==> config.mk <==
export PLATFORM = sky130hd
export DESIGN_NAME = cpl2ibuff
export DESIGN_NICKNAME = d
export VERILOG_FILES = /design/src/rtl/cpl2ibuff.sv
export SDC_FILE = /design/constraint.sdc
export NUM_CORES = 1
export LEC_CHECK = 0
export ABC_AREA = 1
export CAP_MARGIN = 20
export CORE_MARGIN = 2
export CORE_UTILIZATION = 46
export CTS_BUF_LIST = sky130_fd_sc_hd__clkbuf_4
export CTS_CLUSTER_DIAMETER = 60
export DETAILED_ROUTE_END_ITERATION = 7
export HOLD_SLACK_MARGIN = 0.02
export PLACE_DENSITY_LB_ADDON = 0.15
export SKIP_LAST_GASP = 1
export SLEW_MARGIN = 10
export SYNTH_ARGS = -nofsm -noshare
export SYNTH_HDL_FRONTEND = slang
export SYNTH_SLANG_ARGS = --single-unit
export TNS_END_PERCENT = 50
==> constraint.sdc <==
create_clock -name clk -period 10.1 [get_ports clk]
set_input_delay 2.525 -clock clk [delete_from_list [all_inputs] [get_ports clk]]
set_output_delay 2.525 -clock clk [all_outputs]
set_load 0.01 [all_outputs]
==> src/rtl/cpl2ibuff.sv <==
// Parses CplD TLPs from the 64-bit TRN rx stream into the internal buffer and notifies the gc instances.
// Optional completion counters are built only when CPL2IBUFF_STATS_EN is defined.
module cpl2ibuff #(
  parameter int BW        = 9,
  parameter int SLOT_QW_W = 4
) (
  input  logic          clk,
  input  logic          rst,
  input  logic [63:0]   trn_rd,
  input  logic [7:0]    trn_rrem_n,
  input  logic          trn_rsof_n,
  input  logic          trn_reof_n,
  input  logic          trn_rsrc_rdy_n,
  input  logic          trn_rerrfwd_n,
  input  logic [6:0]    trn_rbar_hit_n,
  input  logic [15:0]   cfg_completer_id,
  output logic [BW-1:0] wr_addr,
  output logic [63:0]   wr_data,
  output logic          wr_en,
  output logic          cpl1_rcved,
  output logic          cpl2_rcved,
  output logic [9:0]    cpl_dws,
  output logic [4:0]    cpl_tag,
  output logic [31:0]   stat_good,
  output logic [31:0]   stat_drop
);

  localparam int TAG_W = BW - SLOT_QW_W;
  localparam logic [SLOT_QW_W-1:0] COL_ONE = 1;

  typedef enum logic [1:0] {
    S_IDLE = 2'd0,
    S_HDR2 = 2'd1,
    S_DATA = 2'd2,
    S_DROP = 2'd3
  } state_t;

  state_t r_state;
  state_t w_next;

  // Handshake: a beat is any cycle with trn_rsrc_rdy_n low. There is no ready
  // signal in the other direction; every beat is consumed in the cycle it appears.
  logic        w_beat;
  logic        w_sof;
  logic        w_eof;
  logic        w_err;
  logic        w_full;
  logic [31:0] w_dh;
  logic [31:0] w_dl;
  logic        w_hdr_ok;
  logic        w_rid_ok;

  assign w_beat   = ~trn_rsrc_rdy_n;
  assign w_sof    = w_beat & ~trn_rsof_n;
  assign w_eof    = w_beat & ~trn_reof_n;
  assign w_err    = ~trn_rerrfwd_n;
  assign w_full   = (trn_rrem_n == 8'h00);
  assign w_dh     = trn_rd[63:32];
  assign w_dl     = trn_rd[31:0];
  assign w_hdr_ok = (w_dh[30:24] == 7'b1001010) && (w_dl[15:13] == 3'b000) &&
                    (trn_rbar_hit_n == 7'h7F) && !w_err && !w_eof;
  assign w_rid_ok = (w_dh[31:16] == cfg_completer_id);

  always_ff @(posedge clk or posedge rst) begin
    if (rst) r_state <= S_IDLE;
    else     r_state <= w_next;
  end

  always_comb begin
    w_next = r_state;
    if (w_beat) begin
      if (w_sof) begin
        w_next = w_hdr_ok ? S_HDR2 : (w_eof ? S_IDLE : S_DROP);
      end else begin
        case (r_state)
          S_IDLE: w_next = S_IDLE;
          S_HDR2: begin
            if (w_err || !w_rid_ok) w_next = w_eof ? S_IDLE : S_DROP;
            else                    w_next = w_eof ? S_IDLE : S_DATA;
          end
          S_DATA: begin
            if (w_err) w_next = w_eof ? S_IDLE : S_DROP;
            else       w_next = w_eof ? S_IDLE : S_DATA;
          end
          S_DROP:  w_next = w_eof ? S_IDLE : S_DROP;
          default: w_next = S_IDLE;
        endcase
      end
    end
  end

  // Per-beat actions decoded from the current state and beat.
  logic w_hdr_lat;
  logic w_hdr2_acc;
  logic w_data_wr;
  logic w_fl_set;
  logic w_ntf_now;

  always_comb begin
    w_hdr_lat  = 1'b0;
    w_hdr2_acc = 1'b0;
    w_data_wr  = 1'b0;
    w_fl_set   = 1'b0;
    w_ntf_now  = 1'b0;
    if (w_beat) begin
      if (w_sof) begin
        w_hdr_lat = w_hdr_ok;
      end else begin
        case (r_state)
          S_HDR2: begin
            if (!w_err && w_rid_ok) begin
              w_hdr2_acc = 1'b1;
              w_fl_set   = w_eof && w_full;
            end
          end
          S_DATA: begin
            if (!w_err) begin
              w_data_wr = 1'b1;
              w_fl_set  = w_eof && w_full;
              w_ntf_now = w_eof && !w_full;
            end
          end
          default: ;
        endcase
      end
    end
  end

  logic [9:0]           r_len;
  logic [TAG_W-1:0]     r_tag;
  logic [SLOT_QW_W-1:0] r_off;
  logic [SLOT_QW_W-1:0] r_idx;
  logic [31:0]          r_held;

  logic [SLOT_QW_W-1:0] w_col;
  logic [SLOT_QW_W-1:0] w_cur_col;
  logic [TAG_W-1:0]     w_cur_tag;

  // A length-1 TLP ends on the HDR2 beat, so tag and column come from the beat itself there.
  assign w_col     = r_off + r_idx;
  assign w_cur_tag = (r_state == S_HDR2) ? w_dh[8 +: TAG_W] : r_tag;
  assign w_cur_col = (r_state == S_HDR2) ? w_dh[3 +: SLOT_QW_W] : (w_col + COL_ONE);

  always_ff @(posedge clk or posedge rst) begin
    if (rst) begin
      r_len  <= '0;
      r_tag  <= '0;
      r_off  <= '0;
      r_idx  <= '0;
      r_held <= '0;
    end else begin
      if (w_hdr_lat) r_len <= w_dh[9:0];
      if (w_hdr2_acc) begin
        r_tag  <= w_dh[8 +: TAG_W];
        r_off  <= w_dh[3 +: SLOT_QW_W];
        r_idx  <= '0;
        r_held <= w_dl;
      end
      if (w_data_wr) begin
        r_idx  <= r_idx + COL_ONE;
        r_held <= w_dl;
      end
    end
  end

  logic          r_wr_en;
  logic [BW-1:0] r_wr_addr;
  logic [63:0]   r_wr_data;
  logic          r_fl_pend;
  logic [BW-1:0] r_fl_addr;
  logic [63:0]   r_fl_data;
  logic          r_ntf_pend;
  logic [TAG_W-1:0] r_ntf_tag;
  logic [9:0]    r_ntf_len;

  // The flush write owns the port: a TLP never writes on the beat after its predecessor's eof.
  always_ff @(posedge clk or posedge rst) begin
    if (rst) begin
      r_wr_en    <= 1'b0;
      r_wr_addr  <= '0;
      r_wr_data  <= '0;
      r_fl_pend  <= 1'b0;
      r_fl_addr  <= '0;
      r_fl_data  <= '0;
      r_ntf_pend <= 1'b0;
      r_ntf_tag  <= '0;
      r_ntf_len  <= '0;
    end else begin
      r_wr_en    <= 1'b0;
      r_ntf_pend <= w_ntf_now;
      if (r_fl_pend) begin
        r_wr_en    <= 1'b1;
        r_wr_addr  <= r_fl_addr;
        r_wr_data  <= r_fl_data;
        r_ntf_pend <= 1'b1;
      end else if (w_data_wr) begin
        r_wr_en   <= 1'b1;
        r_wr_addr <= {r_tag, w_col};
        r_wr_data <= {r_held, w_dh};
      end
      r_fl_pend <= w_fl_set;
      if (w_fl_set) begin
        r_fl_addr <= {w_cur_tag, w_cur_col};
        r_fl_data <= {w_dl, 32'h0};
      end
      if (w_fl_set || w_ntf_now) begin
        r_ntf_tag <= w_cur_tag;
        r_ntf_len <= r_len;
      end
    end
  end

  logic             r_cpl1;
  logic             r_cpl2;
  logic [9:0]       r_cpl_dws;
  logic [TAG_W-1:0] r_cpl_tag;

  always_ff @(posedge clk or posedge rst) begin
    if (rst) begin
      r_cpl1    <= 1'b0;
      r_cpl2    <= 1'b0;
      r_cpl_dws <= '0;
      r_cpl_tag <= '0;
    end else begin
      r_cpl1 <= r_ntf_pend & ~r_ntf_tag[TAG_W-1];
      r_cpl2 <= r_ntf_pend &  r_ntf_tag[TAG_W-1];
      if (r_ntf_pend) begin
        r_cpl_dws <= r_ntf_len;
        r_cpl_tag <= r_ntf_tag;
      end
    end
  end

  assign wr_en      = r_wr_en;
  assign wr_addr    = r_wr_addr;
  assign wr_data    = r_wr_data;
  assign cpl1_rcved = r_cpl1;
  assign cpl2_rcved = r_cpl2;
  assign cpl_dws    = r_cpl_dws;
  assign cpl_tag    = r_cpl_tag;

`ifdef CPL2IBUFF_STATS_EN
  // One drop per TLP: header rejects and error-forwarded beats in a live TLP.
  logic        w_drop_evt;
  logic [31:0] r_good;
  logic [31:0] r_drop;

  assign w_drop_evt = w_beat & ((w_sof & ~w_hdr_ok) |
                                (~w_sof & (r_state == S_HDR2) & (w_err | ~w_rid_ok)) |
                                (~w_sof & (r_state == S_DATA) & w_err));

  always_ff @(posedge clk or posedge rst) begin
    if (rst) begin
      r_good <= '0;
      r_drop <= '0;
    end else begin
      if (r_ntf_pend) r_good <= r_good + 32'd1;
      if (w_drop_evt) r_drop <= r_drop + 32'd1;
    end
  end

  assign stat_good = r_good;
  assign stat_drop = r_drop;
`else
  assign stat_good = 32'd0;
  assign stat_drop = 32'd0;
`endif

endmodule

==> results.md <==
* Status: complete, no violations
* Synth-to-layout area growth at 26.09%
* Routed length per instance at 14.26 microns
* Initial Util at 0.4732
* Global Route Usage Sum at 0.2113
* Clock sinks at about 200
* Via Count at 7,639
* Number of buffers created by CTS at 53
* Slew headroom at 0.3312
* Final Skew at between 30 and 40 ps
* Die W at roughly 150 microns
* DRT iter0 DRCs at 449
* H-tree depth at 2
* Layout cells sized above 1 at 0.07475
* Static leakage at 6.079 nW
* Worst EP arrival at 5420 ps
* Simple-gate portion of the synthesized area at 0.2473
* CP Max Fanout at 41
* Worst setup EP type: flip-flop
* CTS tree: yes
* Cell count after synthesis at 1,086
* Worst setup slack after layout at 5216 ps
* Count of different cell masters after synthesis at 36
* Port Buffers at between 150 and 200
* Drt first pass iters at 6
* CP delay by family, top: buffers and inverters
* Fin crit share at 0.4835
* Worst IR drop on VDD at 0.0001489 V
* Fmax at between 0.2 and 0.25 GHz
* Site Rows at 51
* First-pass GRT wire length at 36.85 mm
* DRC errors left at 0
* Die height at 146.0 microns
* Nets at 1,400
* I/O pins at roughly 260
* GPL Wtd Cong at 0.7720
* Clk buf depth at 3
* Synthesized flop and latch total at 206
* Core Area at about 20,000 sq um
* Crit-path cells: clkdlybuf4s50_1 -> nand2_1 -> inv_1 -> nand2_2 -> buf_4 -> nand2_2 -> inv_2 -> nand2_1 -> o211ai_1
* Initial antenna violation count at 1
* Detail Route Antenna Nets at 0
* Worst path max stage delay at 760 ps
* Vias per cell at 4.844
* Worst Max-Slew Pin Slew at approximately 1000 ps
* Resized Gates After CTS at 0
* Post-DP HPWL at 14.68 mm
* WL final at approximately 22 mm
* Placed cell count at between 1,000 and 1,500
* Clock slew at reported path FFs at 60 ps
* Synth warn at 0
* Grt total ovfl at 0
* Die ar. at 21,300 sq um
* Class of the worst hold path: flip-flop to flip-flop
* Main combinational cell family by area after synthesis: simple AND/OR/NAND/NOR gates
* Cts hold-fix bufs at 0
* Post-CTS Setup Bufs at 0
* Synth Cell Area at 9270 sq um
* Max Cap Viol at 0
* Clock Latency Late Sink at 650 ps
* XOR/XNOR Fraction of Synth Area at 0.006614
* Setup violations, final at 0
* Synth Area in Compound Gates at 0.06870
* WP buf/inv at 4
* Pwr/cell area at 215.1 nW/um^2
* Root buffer cell: clkbuf_4
* Post-synthesis adder-cell area fraction at 0.01431
* Setup_tns at 0 ps
* RSZ-0062 raised after global routing: false
* CP required at ~11,000 ps
* Final slew viol count at 0
* Dpl cell area at 11,100 sq um
* Post-synthesis mux area share at 0.001080
* Post-route cell area at 11,690 sq um
* Fin. Hold Viols at 0
* CP startpoint kind: input pin
* Slowest-stage cell, CP: inv_2
* Vias in the first global route at 7,434
* Hold_ws at 463.1 ps
* Crit path kind: input pin to flip-flop
* DP Worst Slack at around 4600 ps
* Avg Cell Area, Syn at 8.536 sq um
* Largest net degree at the start of global routing at 130
* Core Util, Final at 0.5967
* Finished Layout Cells at 1,577
* Min Tclk post-route at between 4000 and 5000 ps
* Total power at between 2 and 3 mW
* Seq/Total Area, Yosys at 0.5561
-- power breakdown --
group	total, mW	switching (mW)	internal, mW
Sequential	1.15	0.126	1.02
Combinational	0.703	0.315	0.388
Clock	0.660	0.314	0.346
Total	2.51	0.755	1.76
-- layout by cell type (no fill, tap or decap), types with 2 or more instances in the layout --
cell             instances
buf_4                    7
inv_2                    5
xnor2_1                  4
clkinv_1                 4
a21oi_1                  7
nand2_2                  4
o211ai_1                 2
o21ai_0                 55
nor2_2                   2
clkbuf_4                72
clkdlybuf4s50_1        191
conb_1                  64
nand3_1                 59
nand3b_1                 2
nor2_1                 101
nor3_1                   3
nand4_1                  8
o22ai_1                 39
nand2_1                382
ha_1                     9
inv_1                   60
nor4_1                   3
xor2_1                   3
a22o_1                   5
dfrtp_1                206
or2_2                    2
-- layer usage --
layer | track usage | routed length (microns)
met1 | 0.2802 | 9870
met2 | 0.3462 | 10760
met3 | 0.05110 | 1566
met4 | 0.06275 | 287
met5 | 0 | 0
-- worst reg2reg max path: stages (launching register included) --
cell and delay (ps):
dfrtp_1 390, inv_1 90, ha_1 220, nand2_1 80, inv_1 80, nand2_2 60
buf_4 400, nand2_2 700, inv_2 770, nand2_1 130, o211ai_1 120
-- path summary, 6_finish.rpt --
path,start,endpoint,slack [ps],cells after the start
min in group asynchronous,rst,cpl_dws[4]$_DFFE_PP0P_,2460,2
setup / recovery,trn_rerrfwd_n,wr_addr[2]$_DFFE_PP0P_,5220,9
hold reg to reg,r_ntf_tag[4]$_DFFE_PP0P_,cpl1_rcved$_DFF_PP0_,460,1
hold / removal,r_ntf_tag[4]$_DFFE_PP0P_,cpl1_rcved$_DFF_PP0_,460,1
max in group asynchronous,rst,r_held[10]$_DFFE_PP0P_,6110,3
setup reg to reg,r_state[0]$_DFFE_PP0N_,wr_addr[2]$_DFFE_PP0P_,6970,10
-- synth_stat cells, drive strengths merged --
master | number | share of area
nand2 | 386 | 0.16
dfrtp | 206 | 0.56
nor2 | 104 | 0.043
buf | 90 | 0.069
inv | 67 | 0.027
nand3 | 59 | 0.032
o21ai | 55 | 0.030
o22ai | 39 | 0.026
clkbuf | 23 | 0.0093
ha | 9 | 0.012
nand4 | 9 | 0.0067
a21oi | 7 | 0.0038
a22o | 5 | 0.0047
nor3 | 4 | 0.0027
xnor2 | 4 | 0.0038
nor4 | 3 | 0.0020
xor2 | 3 | 0.0028
nand3b | 2 | 0.0016
o211ai | 2 | 0.0016
or2 | 2 | 0.0013
a21boi | 1 | 0.00081
a22oi | 1 | 0.00081
conb | 1 | 0.00040
fa | 1 | 0.0022
mux2i | 1 | 0.0011
nand2b | 1 | 0.00068
o311ai | 1 | 0.00094
-- cell families after synthesis --
kind of cell,count (synthesis)
xor+xnor,7
compound gates,111
fa+ha+maj,10
simple gates,570
other cells,1
buf+inv,180
mux,1
flops,206
-- area by class of cell --
| class | count | area (sq um) |
|---|---|---|
| fillers | 1798 | 7901 |
| diodes | 1 | 2.502 |
| clock buffers | 72 | 540.5 |
| clock inverters | 5 | 48.80 |
| well taps | 265 | 331.6 |
| flip-flops and latches | 206 | 5155 |
| inverters | 67 | 259.0 |
| repair buffers | 198 | 1964 |
| multi-input cells | 763 | 3387 |
-- state kept, by name, summed over array words and instances (netlist names), 2 cells and up --
register	flops
r_ntf_tag	5
r_tag	5
r_ntf_len	10
r_idx	4
wr_addr	9
cpl_tag	5
cpl_dws	10
r_fl_data	32
r_len	10
r_state	2
r_fl_addr	9
r_off	4
wr_data	64
r_held	32
No activity file was read; power rests on OpenSTA's default activity.
